$ cat src/rtl/cpu_pkg.sv
// cpu_pkg: shared constants and the fetch entry type used by the front end.
package cpu_pkg;
    localparam int INSTR_W = 32;
    localparam int IMEM_BYTES_DEFAULT = 128;
    localparam logic [INSTR_W-1:0] NOP = 32'h0000_0013;

    typedef struct packed {
        logic [31:0]        pc;
        logic [INSTR_W-1:0] instr;
    } fetch_entry_t;
endpackage

$ cat src/rtl/fetch_fifo.sv
// fetch_fifo: DEPTH-entry queue of {pc, instr}; flush overrides push and pop.
module fetch_fifo
    import cpu_pkg::*;
#(
    parameter int DEPTH = 2,
    localparam int PW = $clog2(DEPTH),
    localparam int CW = PW + 1
) (
    input  logic         clk,
    input  logic         rstn,
    input  logic         push,
    input  logic         pop,
    input  logic         flush,
    input  fetch_entry_t wdata,
    output logic [CW-1:0] count,
    output fetch_entry_t head
);
    fetch_entry_t   mem [DEPTH];
    logic [PW-1:0]  head_ptr;
    logic [PW-1:0]  tail_ptr;

    assign head = mem[head_ptr];

    // Pointers wrap naturally because DEPTH is a power of two.
    always_ff @(posedge clk) begin
        if (!rstn) begin
            count    <= '0;
            head_ptr <= '0;
            tail_ptr <= '0;
            for (int i = 0; i < DEPTH; i++) mem[i] <= '0;
        end else if (flush) begin
            count    <= '0;
            head_ptr <= '0;
            tail_ptr <= '0;
        end else begin
            if (push) begin
                mem[tail_ptr] <= wdata;
                tail_ptr      <= tail_ptr + 1'b1;
            end
            if (pop) head_ptr <= head_ptr + 1'b1;
            count <= count + CW'(push) - CW'(pop);
        end
    end
endmodule

$ cat src/rtl/fetch_unit.sv
// fetch_unit: owns the PC, reads instruction memory and queues words for decode.
module fetch_unit
    import cpu_pkg::*;
#(
    parameter logic [31:0] RESET_PC   = 32'h0000_0000,
    parameter int          IMEM_BYTES = IMEM_BYTES_DEFAULT,
    parameter int          DEPTH      = 2
) (
    input  logic               clk,
    input  logic               rstn,
    output logic [31:0]        imem_addr,
    input  logic [INSTR_W-1:0] imem_data,
    input  logic               redirect_valid,
    input  logic [31:0]        redirect_target,
    output logic               id_valid,
    input  logic               id_ready,
    output logic [INSTR_W-1:0] id_instr,
    output logic [31:0]        id_pc
);
    localparam int CW = $clog2(DEPTH) + 1;
    localparam logic [31:0] MASK = 32'(IMEM_BYTES - 1);

    logic [31:0]   pc;
    logic [CW-1:0] count;
    logic          pop;
    logic          push;
    fetch_entry_t  head;
    fetch_entry_t  wdata;

    assign imem_addr = pc;
    assign id_valid  = (count != '0);
    assign id_instr  = head.instr;
    assign id_pc     = head.pc;
    assign pop       = id_valid & id_ready;
    // A pop frees a slot this cycle, so a full queue still accepts a fetch.
    assign push      = ~redirect_valid & ((count < CW'(DEPTH)) | pop);
    assign wdata     = '{pc: pc, instr: imem_data};

    // PC: redirect wins, otherwise advance only when the fetched word was queued.
    always_ff @(posedge clk) begin
        if (!rstn) pc <= RESET_PC;
        else if (redirect_valid) pc <= {redirect_target[31:2], 2'b00} & MASK;
        else if (push) pc <= (pc + 32'd4) & MASK;
    end

    fetch_fifo #(.DEPTH(DEPTH)) u_fifo (
        .clk   (clk),
        .rstn  (rstn),
        .push  (push),
        .pop   (pop),
        .flush (redirect_valid),
        .wdata (wdata),
        .count (count),
        .head  (head)
    );
endmodule

$ cat config.mk
export PLATFORM = sky130hd
export DESIGN_NAME = fetch_unit
export DESIGN_NICKNAME = d
export VERILOG_FILES = /design/src/rtl/cpu_pkg.sv /design/src/rtl/fetch_fifo.sv /design/src/rtl/fetch_unit.sv
export SDC_FILE = /design/constraint.sdc
export NUM_CORES = 1
export LEC_CHECK = 0
export ABC_AREA = 1
export ABC_CLOCK_PERIOD_IN_PS = 5900
export CAP_MARGIN = 10
export CORE_ASPECT_RATIO = 0.5
export CORE_UTILIZATION = 42
export DETAILED_ROUTE_END_ITERATION = 6
export PLACE_DENSITY = 0.81
export SLEW_MARGIN = 0
export SYNTH_ARGS = -nofsm -noshare
export SYNTH_HDL_FRONTEND = slang
export SYNTH_SLANG_ARGS = --single-unit
$ cat constraint.sdc
create_clock -name clk -period 5.9 [get_ports clk]
set_clock_uncertainty 0.1 [all_clocks]
set_input_delay 1.18 -clock clk [delete_from_list [all_inputs] [get_ports clk]]
set_output_delay 1.18 -clock clk [all_outputs]
set_load 0.02 [all_outputs]
=== Word level (Yosys, flattened, before mapping) ===
Memories as Yosys holds them, arrays and structs flattened. A register that Yosys moved wholly into a read port is not among the register bits.
Index checks and enable logic that the tools add are counted.

* Register bits: 11
* Output and inout bits: 97
* Memories: 1
* Bits in writable memories: 78
* Input port bits: 68

{| class="wikitable"
|+ Memory list
! name !! words !! width !! rd ports !! clocked after Yosys merged registers in !! wr ports !! line !! text
|-
| u_fifo.mem || 2 || 39 || 1 || 1 || 2 || fetch_fifo.sv:18 || <nowiki>fetch_entry_t mem [DEPTH];</nowiki>
|}

* Reductions and logical operators: 4
* Bitwise operators: 5
* Multiplexer cells: 12
* Add/subtract/negate cells: 5
* Magnitude comparators: 1

{| class="wikitable"
|+ Operators with widths
! kind !! number
|-
| 39-bit two-way mux || 1
|-
| 39-bit OR reduction || 1
|-
| 7-bit two-way mux || 2
|-
| 1-bit two-way mux || 9
|-
| 7-bit by 3-bit adder with 7-bit output, second input constant || 1
|-
| 2-bit nonzero test || 2
|-
| 1-bit adder, second input constant || 2
|-
| 2-bit by 1-bit adder with 2-bit output || 1
|-
| 1-bit AND || 2
|-
| 2-bit less-than comparator, second input constant || 1
|-
| 1-bit inverter || 2
|-
| 2-bit OR reduction || 1
|-
| 2-bit by 1-bit subtractor with 2-bit output || 1
|-
| 1-bit OR || 1
|}

=== Logic depth before layout (Yosys ltp) ===
Gate-level depths: netlist of run 1.

* Depth after elaboration: 10
* Depth in mapped cells: 9
* Depth with buffers taken out: 9

=== By module ===
A second synthesis of run 1 with hierarchy kept.

* Cell total of the unflattened synthesis: 522
* Area total of the unflattened synthesis: 6,293.5 um^2

{| class="wikitable"
|+ Modules (own cells, without submodules)
! module !! area an instance (um^2) !! instances !! cells each
|-
| fetch_fifo || 5,730.5 || 1 || 437
|-
| fetch_unit || 563.0 || 1 || 85
|}

=== Least setup slack after synthesis of run 1 ===
No wires, ideal clock.

* Path type: input to register
* From: input rstn
* To: memory u_fifo.mem[0][0] in the netlist's numbering, enable pin
* Data arrival time: 2.665 ns
* Path buffers: 2
* Required time: 5.405 ns
* Path slack: 2.740 ns
* Stages: 6
* Path through: inv_1 -> nor2_1 -> nand3_2 -> buf_6 -> buf_6 -> nand2_1

{| class="wikitable"
|+ RTL lines
! element !! line !! text
|-
| start, declared || fetch_unit.sv:10 || <nowiki>input logic rstn,</nowiki>
|-
| end, declared || fetch_fifo.sv:18 ||
|}

==> flow_summary.ini, run 1 <==
[cells_and_area]
fillers = 806
fin_cells = 589
area_growth_pct = 24.79
fin_nets = 520
drive_above_1_share = 0.2247
n_antenna_cell = 0
finalInstanceArea_mm2 = 0.005246

[synthesis]
synth-simple-area-share = 0.1327
syn_avg_cell_area_um2 = 11.55
synthMuxAreaShare = 0.1015
synth_top_area_frac = 0.5286
synth_xor_area_frac = 0.002083
synth_largest_area_cell = edfxtp_1
synthesis.area_mm2 = 0.004204
synth-adder-area-share = 0.008929
ys_ff_latch = 84
synth.area.top_cells = edfxtp_1, mux2_2, buf_4
synth_top_family_by_area = buffers and inverters
synthDistinctLibCells = 24
synth_compound_area_frac = 0.01607
synth_cells = 364
yosys_warnings = 0
yosysSeqAreaShare = 0.5762

[clock_network]
cts_resized = 0
post_cts_buffers = 0
clock_latency_ps = 330
htreeDepth = 3
clockRootBuffer = clkbuf_16
cts_sinks = 84
cts_tree = built
clk_path_buf_depth = 2
hold_buffers = 0
cts-buffers-inserted = 9
cts.clk_slew.worst_paths_ps = 60

[critical_path]
crit_path_start_kind = flop
end_kind = output pin
reg2reg_from = u_fifo.count[1]
critPathCapture = id_instr[13]
r2r_cells = 8
critPathKind = flop to output pin
cp_max_fo = 37
reg2reg_slack_ps = 3470
cp.required_ps = 4620
worstPathArrival_ps = 2280
r2r-end = u_fifo.mem[0][20]

[global_route]
grt_overflow = 0
grt_max_degree = 39
grt_pass1_vias = 2618
grt_first_pass_wirelength_mm = 12.05
grtUsageTotal = 0.1532
antenna_found_initial = 0

[routing]
vias = 2625
route.detailed.drc = 0
first_pass_iters = 4
wl_per_cell_um = 12.95
post_drt_via_cell_ratio = 4.457
drt_iter0_markers = 199
routed_wl_mm = 7.626
drtAntennaViolNets = 0

[sta]
max-slew-margin-rel = 0.3811
finalSetupTns_ps = 0
setup_violations = 0
fmax_mhz = 281.2
final.setup.worst_slack_ps = 2344
period_minus_slack_ps = 3556
slew_violations = 0
grt_setup_unrepaired = false
hold_viol = 0
whs_ps = 354.6
min_period_over_period = 0.6027
worst_pin_slew_ps = 928.4

[worst_hold_path]
hp-class = flop to flop

[power_and_ir_drop]
ir_drop_mv = 0.1242
p_leak_nw = 2.184
power_density_mw_per_mm2 = 292.6

[placement]
dpl.hpwl_mm = 4.953
place_congestion = 0.7904
portBuffers = 83
dp_cells = 573
dp_slack_ps = 1974
placed_area_mm2 = 0.004931

[floorplan]
core_mm2 = 0.009572
die_area_mm2 = 0.01044
fp-row-count = 25
die_h_um = 72.75
io_pins = 165
start_util = 0.4392
die_w_um = 143.5

[flow_run]
drv_cap = 0

[run_status]
status = complete, no violations
[report_power, final]
group | internal [mW] | leakage, nW | switching, mW | total (mW)
sequential | 0.688 | 0.860 | 0.0170 | 0.705
clock | 0.369 | 0.155 | 0.221 | 0.590
combinational | 0.102 | 1.17 | 0.138 | 0.240
total | 1.16 | 2.18 | 0.376 | 1.53
[layout make-up]
| type | instances | area, um2 | share of cell area |
|---|---|---|---|
| clock buffer | 9 | 225.2 | 0.04293 |
| sequential | 84 | 2424 | 0.4620 |
| clock inverter | 7 | 90.09 | 0.01717 |
| tap | 135 | 168.9 | 0.03220 |
| inverter | 47 | 176.4 | 0.03363 |
| multi-input combinational | 220 | 1301 | 0.2480 |
| timing repair buffer | 87 | 860.8 | 0.1641 |
[cells in the mapped netlist, drive strengths merged]
cell type   n
o21a        1
nand4       3
and3        1
nand3       8
o21ai       6
nor2       82
mux2i       1
ha          3
edfxtp     74
xnor2       1
buf        66
conb        1
dfxtp      10
or2         3
inv        47
nor3        1
mux2       37
nand2      13
a21oi       6
[metal layers]
metal,GRT usage,wire length (um),vias to the layer above
met2,0.3053,4216,81
met4,0.05201,136,0
met3,0.03806,358,13
li1,-,-,1252
met5,0,0,-
met1,0.1579,2914,1279
[layout by cell type (no fill, tap or decap), types with 3 or more instances in the layout]
master,n
inv_1,47
nor2_2,38
nand3_1,6
dfxtp_1,9
nand2_1,10
or2_2,3
buf_4,4
clkdlybuf4s50_1,83
clkbuf_16,9
a21oi_1,6
ha_1,3
nand4_1,3
mux2_2,37
nand2_2,3
o21ai_0,6
conb_1,54
edfxtp_1,74
nor2_1,44
[worst min-delay path by stage]
stage                       to  slack, ps             from  depth (start not counted)
2_1_floorplan             flop        330  u_fifo.head_ptr                          1
3_3_place_gp              flop        330  u_fifo.head_ptr                          1
3_5_place_dp              flop        350  u_fifo.head_ptr                          1
4_1_cts        u_fifo.head_ptr        350  u_fifo.head_ptr                          1
5_1_grt                   flop        380  u_fifo.head_ptr                          1
6_report                  flop        350  u_fifo.head_ptr                          1
[sequential cells by signal, summed over array words and instances (netlist names), named ones only]
register / flops
imem_addr: 5
u_fifo.tail_ptr: 1
u_fifo.mem: 74
u_fifo.count: 2
u_fifo.head_ptr: 1
[logic make-up after synthesis]
| kind of cell | count (synthesis) |
|---|---|
| other cells | 1 |
| flops | 84 |
| mux | 38 |
| buf+inv | 113 |
| xor+xnor | 1 |
| compound gates | 13 |
| fa+ha+maj | 3 |
| simple gates | 111 |
[critical path, stage by stage, from the launching register on]
cell and delay, ps:
dfxtp_2 940, mux2_2 430, clkdlybuf4s50_1 570
[metrics by stage]
| stage | util | total power [mW] |
|---|---|---|
| final | 0.5481 | 1.535 |
| after global routing | 0.5481 | 1.588 |
| after CTS | 0.5481 | 1.544 |
| after detailed placement | 0.5152 | 0.9573 |
| after global placement | 0.5152 | 0.9511 |
| after floorplan | - | 0.8860 |
Note: power is estimated with default switching activity, not from simulation.
==> run 2: changes to the inputs <==
- ABC_CLOCK_PERIOD_IN_PS: 5900 -> 3600
- clock period: 5.9 -> 3.6 ns (I/O delays scaled with it)
==> run 2 against run 1 <==
  * Sequential share of layout area grew 0.088 points
  * Sequential power grew 63%
  * First-iteration DRC count shrank 13%
  * Power grew 58%
  * Via count shrank 1.8%
  * Worst hold slack lost 7.0 ps
  * Largest cell class unchanged
  * Highest routed layer unchanged
==> flow_summary.ini, run 2 (synthesis gave the netlist of run 1 again) <==
[run_status]
status = complete, no violations

[clock_network]
hold_buffers = 0
cts_sinks = 84
cts_resized = 0
cts_tree = built
cts.clk_slew.worst_paths_ps = 60
clockRootBuffer = clkbuf_16
htreeDepth = 3
cts-buffers-inserted = 9
clock_latency_ps = 330
post_cts_buffers = 0
clk_path_buf_depth = 2

[sta]
min_period_over_period = 0.7947
max-slew-margin-rel = 0.6371
period_minus_slack_ps = 2861
finalSetupTns_ps = 0
worst_pin_slew_ps = 544.4
slew_violations = 0
hold_viol = 0
setup_violations = 0
grt_setup_unrepaired = false
fmax_mhz = 349.5

[global_route]
grtUsageMet1 = 0.1589
grtUsageTotal = 0.1438
grt_max_degree = 38
grt_util_met3 = 0.04134
grt_first_pass_wirelength_mm = 11.14
grt_pass1_vias = 2392
grt_overflow = 0
antenna_found_initial = 0
met2_usage = 0.2670
globalRoute.busiestLayer = met2

[floorplan]
die_h_um = 72.75
io_pins = 165
start_util = 0.4392
fp-row-count = 25
die_w_um = 143.5
core_mm2 = 0.009572
die_area_mm2 = 0.01044

[routing]
routed_wl_mm = 7.172
post_drt_via_cell_ratio = 4.371
route.detailed.drc = 0
first_pass_iters = 4
drt_iter0_markers = 174
vias = 2579
wl_per_cell_um = 12.16
drtAntennaViolNets = 0

[power_and_ir_drop]
ir_drop_mv = 0.2470
p_leak_nw = 2.178
power.total_mw = 2.422
power_density_mw_per_mm2 = 462.5

[cells_and_area]
fillers = 815
largest_reg_flops = 74
final_cell_mix = clkdlybuf4s50_1, edfxtp_1, conb_1
top_register = u_fifo.mem
fin_nets = 521
layout.cells.most_common = clkdlybuf4s50_1
n_antenna_cell = 0
area_growth_pct = 24.55
drive_above_1_share = 0.2264

[critical_path]
crit_path_start_kind = flop
critPathKind = flop to output pin
cp.required_ps = 2780
cp_max_fo = 37
worstPathArrival_ps = 2040
end_kind = output pin

[worst_hold_path]
hp-class = flop to flop

[flow_run]
drv_cap = 0

[placement]
portBuffers = 83
place_congestion = 0.8532
dpl.hpwl_mm = 4.673
run 2: changes by cell type in the layout (fill, tap and decap cells not counted), sizes merged:
cell	delta
clkbuf	+2
buf	+1
bufinv	-1
clkinv	-1
clkinvlp	+1
inv	-1
run 2: power breakdown:
| part | total (mW) | switching (mW) | internal (mW) |
|---|---|---|---|
| Combinational | 0.397 | 0.228 | 0.169 |
| Clock | 0.876 | 0.343 | 0.533 |
| Sequential | 1.15 | 0.0220 | 1.13 |
run 2: final cells by class:
type / count / area (um2) / area share
Tap cell: 135 / 168.9 / 0.03226
Sequential cell: 84 / 2424 / 0.4628
Timing Repair Buffer: 88 / 880.8 / 0.1682
Multi-Input combinational cell: 220 / 1301 / 0.2485
Inverter: 47 / 176.4 / 0.03369
Clock buffer: 11 / 232.7 / 0.04444
Clock inverter: 5 / 52.55 / 0.01004
run 2: final timing paths:
check / depth (start not counted) / end / start / slack [ps]
hold / removal: 1 / flop / u_fifo.head_ptr / 350
hold reg to reg: 1 / flop / u_fifo.head_ptr / 350
setup reg to reg: 7 / u_fifo.mem[1][17] / u_fifo.count[1] / 1690
setup / recovery: 3 / id_instr[21] / flop / 740
run 2: metal layers:
metal,routed length [um],vias to the layer above
met4,52,0
met3,376,5
li1,-,1250
met1,2905,1236
met2,3836,88
met5,0,-
run 2: stage by stage:
step                hold WS (ps)  area (um2)  utilization  cells  setup slack [ps]
finish                     347.6        5236       0.5471    590             739.1
floorplan                  325.6        4403            -    417             900.3
global placement           330.9        4951       0.5173    574             714.7
global route               370.9        5236       0.5471    590             649.0
CTS                        352.0        5236       0.5471    590             716.7
detailed placement         342.5        4951       0.5173    574             662.6
run 2: critical path, stage by stage, from the launching register on:
cell	delay, ps
dfxtp_2	310
buf_4	430
mux2_2	400
clkdlybuf4s50_1	540
==> run 3: changes to the inputs <==
- ABC_CLOCK_PERIOD_IN_PS: 3600 -> 2800
- clock period: 3.6 -> 2.8 ns (I/O delays scaled with it)
==> run 3 against run 2 <==
  * Non-clock buffer count is 1 higher
  * Sequential power is 29% higher
  * Utilization is 0.55 points higher
  * Routed wire length is 3.9% higher
  * Clock-buffer cell count is 2 higher
  * Via count is 0.31% lower
  * Final cell count is 0.17% higher
  * Power is 33% higher
  * Global-route usage is 0.25 points higher
  * Combinational power is 31% higher
  * Register-to-register slack worse by 620 ps
==> flow_summary.ini, run 3 (synthesis gave the netlist of run 1 again) <==
[floorplan]
die_h_um = 72.75
die_area_mm2 = 0.01044
fp-row-count = 25
core_mm2 = 0.009572
die_w_um = 143.5
io_pins = 165
start_util = 0.4392

[cells_and_area]
fin_cells = 591
fillers = 795
area_growth_pct = 25.80
largest_reg_flops = 74
layout.cells.most_common = clkdlybuf4s50_1
drive_above_1_share = 0.2237
area.sequential_mm2 = 0.002424
top_register = u_fifo.mem
final_cell_mix = clkdlybuf4s50_1, edfxtp_1, conb_1
multi_input_area_mm2 = 0.001301
n_antenna_cell = 0
fin_nets = 522

[sta]
period_minus_slack_ps = 2496
fmax_mhz = 400.6
hold_viol = 0
worst_pin_slew_ps = 550.9
grt_setup_unrepaired = false
finalSetupTns_ps = 0
final.setup.worst_slack_ps = 303.5
min_period_over_period = 0.8916
setup_violations = 0
max-slew-margin-rel = 0.6327
whs_ps = 349.6
slew_violations = 0

[run_status]
status = complete, no violations

[clock_network]
clk_path_buf_depth = 2
htreeDepth = 3
cts-buffers-inserted = 9
post_cts_buffers = 0
cts_tree = built
cts.clk_slew.worst_paths_ps = 60
cts_sinks = 84
hold_buffers = 0
cts_resized = 0
clockRootBuffer = clkbuf_16
clock_latency_ps = 320

[routing]
wl_per_cell_um = 12.61
first_pass_iters = 4
drt_iter0_markers = 152
post_drt_via_cell_ratio = 4.350
route.detailed.drc = 0
vias = 2571
routed_wl_mm = 7.450
drtAntennaViolNets = 0

[placement]
dp_slack_ps = 323.6
dpl.hpwl_mm = 4.725
dp_cells = 575
place_congestion = 0.8415
portBuffers = 83

[critical_path]
cp_max_fo = 37
end_kind = output pin
crit_path_start_kind = flop
critPathKind = flop to output pin
reg2reg_slack_ps = 1070
worstPathArrival_ps = 1840
cp.required_ps = 2140

[flow_run]
drv_cap = 0

[worst_hold_path]
hp-class = flop to flop

[power_and_ir_drop]
power_density_mw_per_mm2 = 607.2
power.total_mw = 3.212
ir_drop_mv = 0.2822
p_leak_nw = 2.199

[global_route]
grtUsageTotal = 0.1464
grt_max_degree = 38
antenna_found_initial = 0
grt_first_pass_wirelength_mm = 11.57
grt_pass1_vias = 2517
grt_overflow = 0
-- run 3: power breakdown --
group / switching (mW) / internal (mW) / total [mW] / leakage [nW]
registers: 0.0285 / 1.45 / 1.48 / 0.860
logic: 0.297 / 0.222 / 0.519 / 1.19
clock network: 0.434 / 0.781 / 1.21 / 0.148
total: 0.760 / 2.45 / 3.21 / 2.20
-- run 3: path summary, 6_finish.rpt --
check                                     start           endpoint  cells after the start
worst min-delay path            u_fifo.head_ptr               flop                      1
worst max-delay path                       flop       id_instr[19]                      3
worst min register to register  u_fifo.head_ptr               flop                      1
worst max register to register  u_fifo.count[1]  u_fifo.mem[0][31]                      7
-- run 3: worst max-delay path: stages, from the launching register on --
cell and delay, ps:
dfxtp_2 340, buf_12 220, mux2_2 360, clkdlybuf4s50_1 560
-- run 3: per-layer routing --
metal / wire [um] / global-route usage
met1: 2943 / 0.1522
met2: 4115 / 0.2923
met3: 324 / 0.03740
met4: 66 / 0.04255
met5: 0 / 0
-- run 3: layout make-up --
class | count | area share
timing repair buffer | 89 | 0.1727
multi-input combinational | 220 | 0.2460
clock inverter | 3 | 0.01230
inverter | 47 | 0.03336
tap | 135 | 0.03194
clock buffer | 13 | 0.04542
sequential | 84 | 0.4582
-- run 3: stage by stage --
step / utilization / area, um2
6_report: 0.5525 / 5289
2_1_floorplan: - / 4403
3_3_place_gp: 0.5207 / 4984
3_5_place_dp: 0.5207 / 4984
5_1_grt: 0.5525 / 5289
4_1_cts: 0.5525 / 5289
